[config.mk]
export PLATFORM = sky130hd
export DESIGN_NAME = simd_mask_reducer
export DESIGN_NICKNAME = d
export VERILOG_FILES = /design/src/rtl/simd_mask_reducer_pkg.sv /design/src/rtl/simd_mask_popcnt_enc.sv /design/src/rtl/simd_mask_reducer.sv
export SDC_FILE = /design/constraint.sdc
export NUM_CORES = 1
export LEC_CHECK = 0
export ABC_AREA = 1
export ABC_CLOCK_PERIOD_IN_PS = 7300
export CORE_AREA = 2 2 120 122
export DETAILED_ROUTE_END_ITERATION = 16
export DIE_AREA = 0 0 122 124
export GPL_TIMING_DRIVEN = 0
export PLACE_DENSITY = 0.77
export SLEW_MARGIN = 25
export SYNTH_ARGS = -nofsm -noshare
export SYNTH_HDL_FRONTEND = slang
export SYNTH_SLANG_ARGS = --single-unit
export TNS_END_PERCENT = 1
[constraint.sdc]
create_clock -name clk -period 7.3 [get_ports clk]
set_clock_uncertainty 0.15 [all_clocks]
set_input_delay 1.46 -clock clk [delete_from_list [all_inputs] [get_ports clk]]
set_output_delay 1.46 -clock clk [all_outputs]
set_load 0.005 [all_outputs]
[src/rtl/simd_mask_reducer_pkg.sv]
// Shared definitions for the SIMD comparator and its mask reducer.
package simd_mask_reducer_pkg;

   localparam int unsigned SIMD_WIDTH = 256;
   localparam int unsigned MAX_LANES  = SIMD_WIDTH / 8;
   localparam int unsigned MODE_W     = 3;
   localparam int unsigned CNT_W      = 6;
   localparam int unsigned IDX_W      = 5;
   localparam int unsigned LW_W       = 9;

   localparam logic [MODE_W-1:0] MODE_8   = 3'd0;
   localparam logic [MODE_W-1:0] MODE_16  = 3'd1;
   localparam logic [MODE_W-1:0] MODE_32  = 3'd2;
   localparam logic [MODE_W-1:0] MODE_64  = 3'd3;
   localparam logic [MODE_W-1:0] MODE_128 = 3'd4;
   localparam logic [MODE_W-1:0] MODE_256 = 3'd5;

   // Stage-1 payload: extracted lane MSBs plus the raw mode
   typedef struct packed {
      logic [MAX_LANES-1:0] mask;
      logic [MODE_W-1:0]    mode;
   } s1_entry_t;

   // Stage-2 payload: everything presented on the output port
   typedef struct packed {
      logic [MAX_LANES-1:0] mask;
      logic [CNT_W-1:0]     count;
      logic                 any;
      logic                 all;
      logic [IDX_W-1:0]     first;
      logic [MODE_W-1:0]    mode;
   } red_result_t;

   // Number of lanes for a mode; 5..7 all mean one 256-bit lane
   function automatic logic [CNT_W-1:0] lanes_for_mode(input logic [MODE_W-1:0] mode);
      case (mode)
         MODE_8:   return CNT_W'(32);
         MODE_16:  return CNT_W'(16);
         MODE_32:  return CNT_W'(8);
         MODE_64:  return CNT_W'(4);
         MODE_128: return CNT_W'(2);
         default:  return CNT_W'(1);
      endcase
   endfunction

   // Lane width in bits for a mode
   function automatic logic [LW_W-1:0] lane_width_for_mode(input logic [MODE_W-1:0] mode);
      case (mode)
         MODE_8:   return LW_W'(8);
         MODE_16:  return LW_W'(16);
         MODE_32:  return LW_W'(32);
         MODE_64:  return LW_W'(64);
         MODE_128: return LW_W'(128);
         default:  return LW_W'(256);
      endcase
   endfunction

endpackage

[src/rtl/simd_mask_popcnt_enc.sv]
// Combinational popcount, lowest-set-bit encoder and any flag for a lane mask.
module simd_mask_popcnt_enc
   import simd_mask_reducer_pkg::*;
(
   input  logic [MAX_LANES-1:0] mask,
   output logic [CNT_W-1:0]     pop_count_c,
   output logic [IDX_W-1:0]     first_idx_c,
   output logic                 any_c
);

   logic [MAX_LANES-1:0] cnt_shift;
   logic [MAX_LANES-1:0] enc_shift;

   // Popcount by walking the mask LSB-first
   always_comb begin
      pop_count_c = '0;
      cnt_shift   = mask;
      for (int k = 0; k < int'(MAX_LANES); k++) begin
         pop_count_c = pop_count_c + CNT_W'(cnt_shift[0]);
         cnt_shift   = cnt_shift >> 1;
      end
   end

   // Priority encode: walk top-down so the lowest set bit wins; 0 when empty
   always_comb begin
      first_idx_c = '0;
      enc_shift   = mask;
      for (int k = 0; k < int'(MAX_LANES); k++) begin
         if (enc_shift[MAX_LANES-1]) begin
            first_idx_c = IDX_W'(int'(MAX_LANES) - 1 - k);
         end
         enc_shift = enc_shift << 1;
      end
   end

   // Any lane set
   always_comb begin
      any_c = |mask;
   end

endmodule

[src/rtl/simd_mask_reducer.sv]
// Two-stage valid/ready pipeline reducing a comparator result to a lane mask and flags.
module simd_mask_reducer
   import simd_mask_reducer_pkg::*;
(
   input  logic                  clk,
   input  logic                  rst,
   input  logic                  in_valid,
   output logic                  in_ready,
   input  logic [SIMD_WIDTH-1:0] cmp_in,
   input  logic [MODE_W-1:0]     data_mode,
   output logic                  out_valid,
   input  logic                  out_ready,
   output logic [MAX_LANES-1:0]  lane_mask,
   output logic [CNT_W-1:0]      lane_count,
   output logic                  any_set,
   output logic                  all_set,
   output logic [IDX_W-1:0]      first_idx,
   output logic [MODE_W-1:0]     out_mode
);

   logic        s1_valid_q, s1_valid_d;
   s1_entry_t   s1_data_q,  s1_data_d;
   logic        s2_valid_q, s2_valid_d;
   red_result_t s2_data_q,  s2_data_d;

   logic                 s1_free_c;
   logic                 s2_load_c;
   logic [MAX_LANES-1:0] mask_ext_c;
   logic [CNT_W-1:0]     pop_count_c;
   logic [IDX_W-1:0]     first_idx_c;
   logic                 any_c;

   logic [31:0] m8_c;
   logic [15:0] m16_c;
   logic [7:0]  m32_c;
   logic [3:0]  m64_c;
   logic [1:0]  m128_c;
   logic        m256_c;

   // Only lane MSBs are inspected; the remaining comparator bits are don't-care
   logic unused_cmp_bits;
   assign unused_cmp_bits = ^cmp_in;

   // Lane MSB taps for every lane size
   for (genvar g = 0; g < 32; g++) begin : g_m8
      assign m8_c[g] = cmp_in[8*g+7];
   end
   for (genvar g = 0; g < 16; g++) begin : g_m16
      assign m16_c[g] = cmp_in[16*g+15];
   end
   for (genvar g = 0; g < 8; g++) begin : g_m32
      assign m32_c[g] = cmp_in[32*g+31];
   end
   for (genvar g = 0; g < 4; g++) begin : g_m64
      assign m64_c[g] = cmp_in[64*g+63];
   end
   for (genvar g = 0; g < 2; g++) begin : g_m128
      assign m128_c[g] = cmp_in[128*g+127];
   end
   assign m256_c = cmp_in[SIMD_WIDTH-1];

   // Select the tap set for the incoming mode; unused upper lanes stay zero
   always_comb begin
      mask_ext_c = '0;
      case (data_mode)
         MODE_8:   mask_ext_c = m8_c;
         MODE_16:  mask_ext_c = MAX_LANES'(m16_c);
         MODE_32:  mask_ext_c = MAX_LANES'(m32_c);
         MODE_64:  mask_ext_c = MAX_LANES'(m64_c);
         MODE_128: mask_ext_c = MAX_LANES'(m128_c);
         default:  mask_ext_c = MAX_LANES'(m256_c);
      endcase
   end

   // Stall control: in_ready depends only on registered state and out_ready
   always_comb begin
      s2_load_c = s1_valid_q && (!s2_valid_q || out_ready);
      s1_free_c = !s1_valid_q || s2_load_c;
      in_ready  = !s1_valid_q || !s2_valid_q || out_ready;
   end

   // Stage 1 next state: capture on accept, otherwise hold or empty
   always_comb begin
      s1_valid_d = s1_valid_q;
      s1_data_d  = s1_data_q;
      if (s1_free_c) begin
         s1_valid_d = in_valid;
         if (in_valid) begin
            s1_data_d.mask = mask_ext_c;
            s1_data_d.mode = data_mode;
         end
      end
   end

   simd_mask_popcnt_enc u_popcnt_enc (
      .mask        (s1_data_q.mask),
      .pop_count_c (pop_count_c),
      .first_idx_c (first_idx_c),
      .any_c       (any_c)
   );

   // Stage 2 next state: reduce stage-1 entry when the output slot frees up
   always_comb begin
      s2_valid_d = s2_valid_q;
      s2_data_d  = s2_data_q;
      if (!s2_valid_q || out_ready) begin
         s2_valid_d = s1_valid_q;
      end
      if (s2_load_c) begin
         s2_data_d.mask  = s1_data_q.mask;
         s2_data_d.count = pop_count_c;
         s2_data_d.any   = any_c;
         s2_data_d.all   = (pop_count_c == lanes_for_mode(s1_data_q.mode));
         s2_data_d.first = first_idx_c;
         s2_data_d.mode  = s1_data_q.mode;
      end
   end

   // Pipeline registers; reset empties both stages and clears all data
   always_ff @(posedge clk or posedge rst) begin
      if (rst) begin
         s1_valid_q <= 1'b0;
         s1_data_q  <= '0;
         s2_valid_q <= 1'b0;
         s2_data_q  <= '0;
      end else begin
         s1_valid_q <= s1_valid_d;
         s1_data_q  <= s1_data_d;
         s2_valid_q <= s2_valid_d;
         s2_data_q  <= s2_data_d;
      end
   end

   // Output port mapping straight from stage-2 flops
   always_comb begin
      out_valid  = s2_valid_q;
      lane_mask  = s2_data_q.mask;
      lane_count = s2_data_q.count;
      any_set    = s2_data_q.any;
      all_set    = s2_data_q.all;
      first_idx  = s2_data_q.first;
      out_mode   = s2_data_q.mode;
   end

endmodule

## Word-level counts from Yosys, hierarchy flattened

Index checks and enable logic that the tools add are counted.

- Add/sub/neg operators: 31
- Multiplexer cells: 35
- Equal/unequal tests: 9
- Reductions and logical operators: 11

Operators by type and width:

| operator | number |
|---|---|
| adder 6 x 1 -> 6 bit | 30 |
| 2-to-1 mux 5 bit | 32 |
| case mux 32 bit (5 select lines) | 1 |
| OR reduction 32 bit | 1 |
| case mux 6 bit (5 select lines) | 1 |
| equality test 3 x 2 -> 1 bit (second input constant) | 4 |
| equality test 3 x 1 -> 1 bit (second input constant) | 2 |
| equality test 3 bit (second input constant) | 2 |
| equality test 6 bit | 1 |
| zero test 3 bit | 2 |
| 2-to-1 mux 6 bit | 1 |
| logical OR 1 bit | 4 |
| adder 1 x 1 -> 2 bit | 1 |
| zero test 1 bit | 2 |
| AND reduction 2 bit | 1 |
| logical AND 1 bit | 1 |

- Flip-flop bits (word level): 85
- Word-level logic and storage cells: 96

## Logic depth before layout (Yosys ltp)

- Word-level depth: 32
- Mapped depth: 33

## Modules after synthesis

From an unflattened synthesis, not the netlist that was laid out.

- Cell total of the unflattened synthesis: 584
- Area, all modules: 4974.8 µm²

By module, submodules not included:

| module | area each (µm²) | instances | cells an instance | sequential area each (µm²) |
|---|---|---|---|---|
| simd_mask_reducer | 3719.8 | 1 | 411 | 2127.0 |
| simd_mask_popcnt_enc | 1255.0 | 1 | 173 | 0.0 |

## Least setup slack after synthesis

OpenSTA, ideal clock, no wires.

- Path type: register to register
- From: reg s1_data_q[3] (netlist bit)
- To: reg s2_data_q (netlist bit all_set)
- Arrival: 4.994 ns
- Cell stages (with the launch flop): 19
- Clock period less this slack: 5.220 ns
- Path buffers: 0
- Setup time: 0.076 ns
- Setup slack: 2.080 ns
- Path through: dfrtp_1 inv_1 ha_1 inv_1 fa_1 fa_1 fa_1 fa_1 fa_1 fa_1 fa_1 inv_1 fa_1 a21oi_1 o21ai_1 xor2_1 xor2_1 o2111ai_1 o21ai_1

- Longest elaborated chain between the ends: 32

RTL lines:

| element | line | RTL |
|---|---|---|
| from (decl) | simd_mask_reducer.sv:22 | `s1_entry_t s1_data_q, s1_data_d;` |
| from (signal assigned) | simd_mask_reducer.sv:128 | `s1_data_q <= s1_data_d;` |
| adder 1 x 1 -> 2 bit | simd_mask_popcnt_enc.sv:19 | `pop_count_c = pop_count_c + CNT_W'(cnt_shift[0]);` |
| adder 6 x 1 -> 6 bit (30 in a row) | simd_mask_popcnt_enc.sv:19 |  |
| equality test 6 bit | simd_mask_reducer.sv:113 | `s2_data_d.all = (pop_count_c == lanes_for_mode(s1_data_q.mode));` |
| to (signal assigned) | simd_mask_reducer.sv:130 | `s2_data_q <= s2_data_d;` |
| to (decl) | simd_mask_reducer.sv:24 | `red_result_t s2_data_q, s2_data_d;` |

Every way passes these cells.
A chain may end at the register's enable or synchronous reset.

## Final worst setup path

Ends and elaborated chain as after synthesis.

==> results by group <==
Status
  – Status: finished, final reports clean

GRT
  – Largest net degree at the start of global routing: between 40 and 50
  – GRT overflow: 0
  – Initial antenna violation count: 0
  – First-pass GRT wire length: 21.2 mm
  – Number of global-route vias before repair: 4113
  – Overall Global Routing Usage: 18.6%

Yosys
  – Asr flop ratio synth: 100%
  – Syn. warnings: 0
  – Number of flops mapped to enable cells by yosys: 0
  – Avg Inst Size Synth: 8.73 sq um
  – Sequential area share after synthesis: 45.9%
  – Netlist cell types: 42
  – Syn Inst Count: 531
  – Flops & latches, synth: 85
  – Post-synthesis instance area: 0.00463 sq mm
  – Top FF cell, synth: dfrtp_1
  – Mapped Nets: just over 800

Routing
  – Antenna Violating Nets Remaining: 0
  – Vias: 4127
  – # DRC: 0
  – Vias per inst: around 5
  – Wire length per cell: 16.5 um
  – DR iter-0 viols: 382
  – First-pass detailed-route iteration total: 6
  – DRT Wirelength: 13.5 mm

Job
  – Max-cap violations: 0

Clocking
  – CTS max path bufs: 2
  – CTS Buf Count: 9
  – Clock-pin slew on the worst setup and hold paths: 60 ps
  – Number of setup buffers added after CTS: 0
  – CTS tree: done
  – Hold Buf Count CTS: 0
  – Post_cts resized: 0
  – H-tree levels: 3
  – Sink Count: 85
  – Worst-Skew Late Latency: about 340 ps
  – Root Driver: clkbuf_16

Die
  – Vert. Die Dim: 124 um
  – Core Footprint: 0.0137 sq mm
  – Number of placement rows: 43
  – Ports: 313
  – Starting Density: 33.8%
  – Die width: 122 um
  – Full die area: 0.0151 sq mm

Pwr
  – Leak: 2.82 nW
  – Total Power: 1.76 mW
  – Max rail drop VDD: about 0.18 mV
  – PD cells: 292 mW/mm^2

Cells and area
  – Most common cell after layout, fill and taps aside: nand2_1
  – P&R area growth vs syn: 29.9%
  – Cell area after layout: 0.00602 sq mm
  – Antenna Cells: 0
  – NumNets Final: slightly above 900
  – Commonest non-fill, non-tap cells in the layout: 134 x nand2_1, 87 x clkdlybuf4s50_1, 85 x dfrtp_1
  – Layout cell share with drive strength beyond 1: under 10%
  – Final Core Density: 43.9%

Critical path
  – WP buf/inv: 3
  – Critical path's largest stage delay: 550 ps
  – Critical R2R Launch: s1_data_q[3]$_DFFE_PP0P_
  – Top delay family on crit path: adder cells
  – Max Fanout on Critical Path: 4
  – Worst setup EP type: flip-flop
  – Crit path max-delay cell type: fa_1
  – Startpoint types: flip-flop
  – CP Data Arrival Time: 5690 ps
  – Setup CP Type: reg -> reg
  – R2R depth: 18
  – Cell mode on critical path: fa_1
  – CP Data Required Time: ~7400 ps
  – Reg2reg end: all_set$_DFFE_PP0P_
  – FF-to-FF setup slack: 1730 ps
  – Critical-path cell list: inv_1 -> ha_1 -> inv_1 -> fa_1 -> fa_1 -> fa_1 -> fa_1 -> fa_1 -> fa_1 -> fa_1 -> inv_1 -> fa_1 -> a21oi_1 -> o21ai_1 -> xor2_1 -> xor2_1 -> o2111ai_1 -> o21ai_1

Timing
  – Final hold violations: 0
  – Worst slew margin: a little under two fifths
  – # setup viols final: 0
  – Sum Neg Setup Slack: 0 ps
  – RSZ-0062 raised after global routing: no
  – Pins Over Slew Limit: 0
  – FMAX: 180 MHz
  – Tmin final: between 5000 and 6000 ps
  – Worst-Margin Slew: 933 ps
  – Period utilization: 76.3%
  – Hold WS: 333 ps

Place
  – Post-DP HPWL: 10.3 mm
  – Port Buffers: 87
  – GPL Wtd Cong: about 0.9
  – Placed Area: between 0.005 and 0.006 sq mm

Worst hold path
  – Hold Path End: lane_count[1]$_DFFE_PP0P_
  – Hold_sp: lane_count[1]$_DFFE_PP0P_
  – Hold WC Path Type: reg -> reg
  – Worst Hold Depth: 2
[cell usage after synthesis (2+ instances only)]
library cell	number	area [sq um]
clkinv_2	3	15.0
inv_1	54	203
bufinv_8	2	35.0
nand3_1	22	110
a22o_1	5	43.8
o221ai_1	3	26.3
a22oi_1	2	15.0
clkbuf_1	17	63.8
nor2_1	23	86.3
xor2_1	3	26.3
a21oi_1	4	20.0
nand2_1	134	503
o2111ai_1	3	26.3
nor3_1	6	30.0
nand4_1	3	18.8
dfrtp_1	85	2130
o21ai_1	79	395
ha_1	9	113
a32o_1	2	20.0
inv_4	4	25.0
nand2_2	2	12.5
fa_1	24	480
o22ai_1	6	37.5
inv_2	18	67.6
[metal layers]
| layer | up-vias | track usage, % | wire length, um | share of wire, % |
|---|---|---|---|---|
| li1 | 1911 | - | - | - |
| met1 | 1998 | 24.2 | 5690 | 42 |
| met2 | 193 | 30.3 | 6360 | 47 |
| met3 | 25 | 4.30 | 1060 | 7.9 |
| met4 | 0 | 7.26 | 347 | 2.6 |
| met5 | - | 0 | 0 | 0 |
[power by group]
part / switching (mW) / total (mW) / internal (mW)
registers: 0.0390 / 0.570 / 0.531
logic: 0.422 / 0.773 / 0.351
clock network: 0.188 / 0.417 / 0.230
total: 0.648 / 1.76 / 1.11
[worst max path at each step]
stage,startpoint,to,slack [ps],depth (start not counted)
floorplan,s1_data_q[3]$_DFFE_PP0P_,all_set$_DFFE_PP0P_,2080,18
global placement,s1_data_q[3]$_DFFE_PP0P_,all_set$_DFFE_PP0P_,1770,18
detailed placement,s1_data_q[3]$_DFFE_PP0P_,all_set$_DFFE_PP0P_,1720,18
CTS,s1_data_q[3]$_DFFE_PP0P_,all_set$_DFFE_PP0P_,1710,18
global route,s1_data_q[3]$_DFFE_PP0P_,all_set$_DFFE_PP0P_,1500,18
finish,s1_data_q[3]$_DFFE_PP0P_,all_set$_DFFE_PP0P_,1730,18
[final cells by class]
| type | count | area [sq um] |
|---|---|---|
| repair buffers | 88 | 891 |
| fillers | 1313 | 7700 |
| well taps | 180 | 225 |
| plain buffers | 19 | 82.6 |
| multi-input cells | 344 | 2070 |
| clock buffers | 12 | 236 |
| clock inverters | 4 | 25.0 |
| inverters | 83 | 360 |
| flip-flops and latches | 85 | 2130 |
[worst register-to-register path: stages, from the launching register on]
cell and delay (ps):
dfrtp_1 410, inv_1 70, ha_1 280, inv_1 70
fa_1 430, fa_1 510, fa_1 550, fa_1 440
fa_1 550, fa_1 430, fa_1 370, inv_1 100
fa_1 210, a21oi_1 80, o21ai_1 150, xor2_1 270
xor2_1 170, o2111ai_1 120, o21ai_1 130
[registers in the layout, indices dropped and copies added (netlist names)]
register	flops
out_valid	1
out_mode	3
lane_count	6
any_set	1
all_set	1
first_idx	5
lane_mask	32
s1_data_q	35
s1_valid_q	1
[stage by stage]
| stage | instances | worst slack [ps] |
|---|---|---|
| 6_report | 815 | 1730 |
| 2_1_floorplan | 531 | 2080 |
| 3_3_place_gp | 798 | 1770 |
| 5_1_grt | 815 | 1500 |
| 3_5_place_dp | 799 | 1720 |
| 4_1_cts | 815 | 1710 |
[cells by family (layout without fill, tap and decap cells)]
logic type / after synthesis / after routing / synth area share [%]
XOR/XNOR: 4 / 4 / 0.756
AND/OR/NAND/NOR: 194 / 194 / 17.0
flip-flops: 85 / 85 / 45.9
adder cells (fa/ha/maj): 33 / 33 / 12.8
AO/OA/AOI/OAI: 113 / 113 / 14.1
buffers and inverters: 102 / 206 / 9.50
No activity file was read; power rests on OpenSTA's default activity.
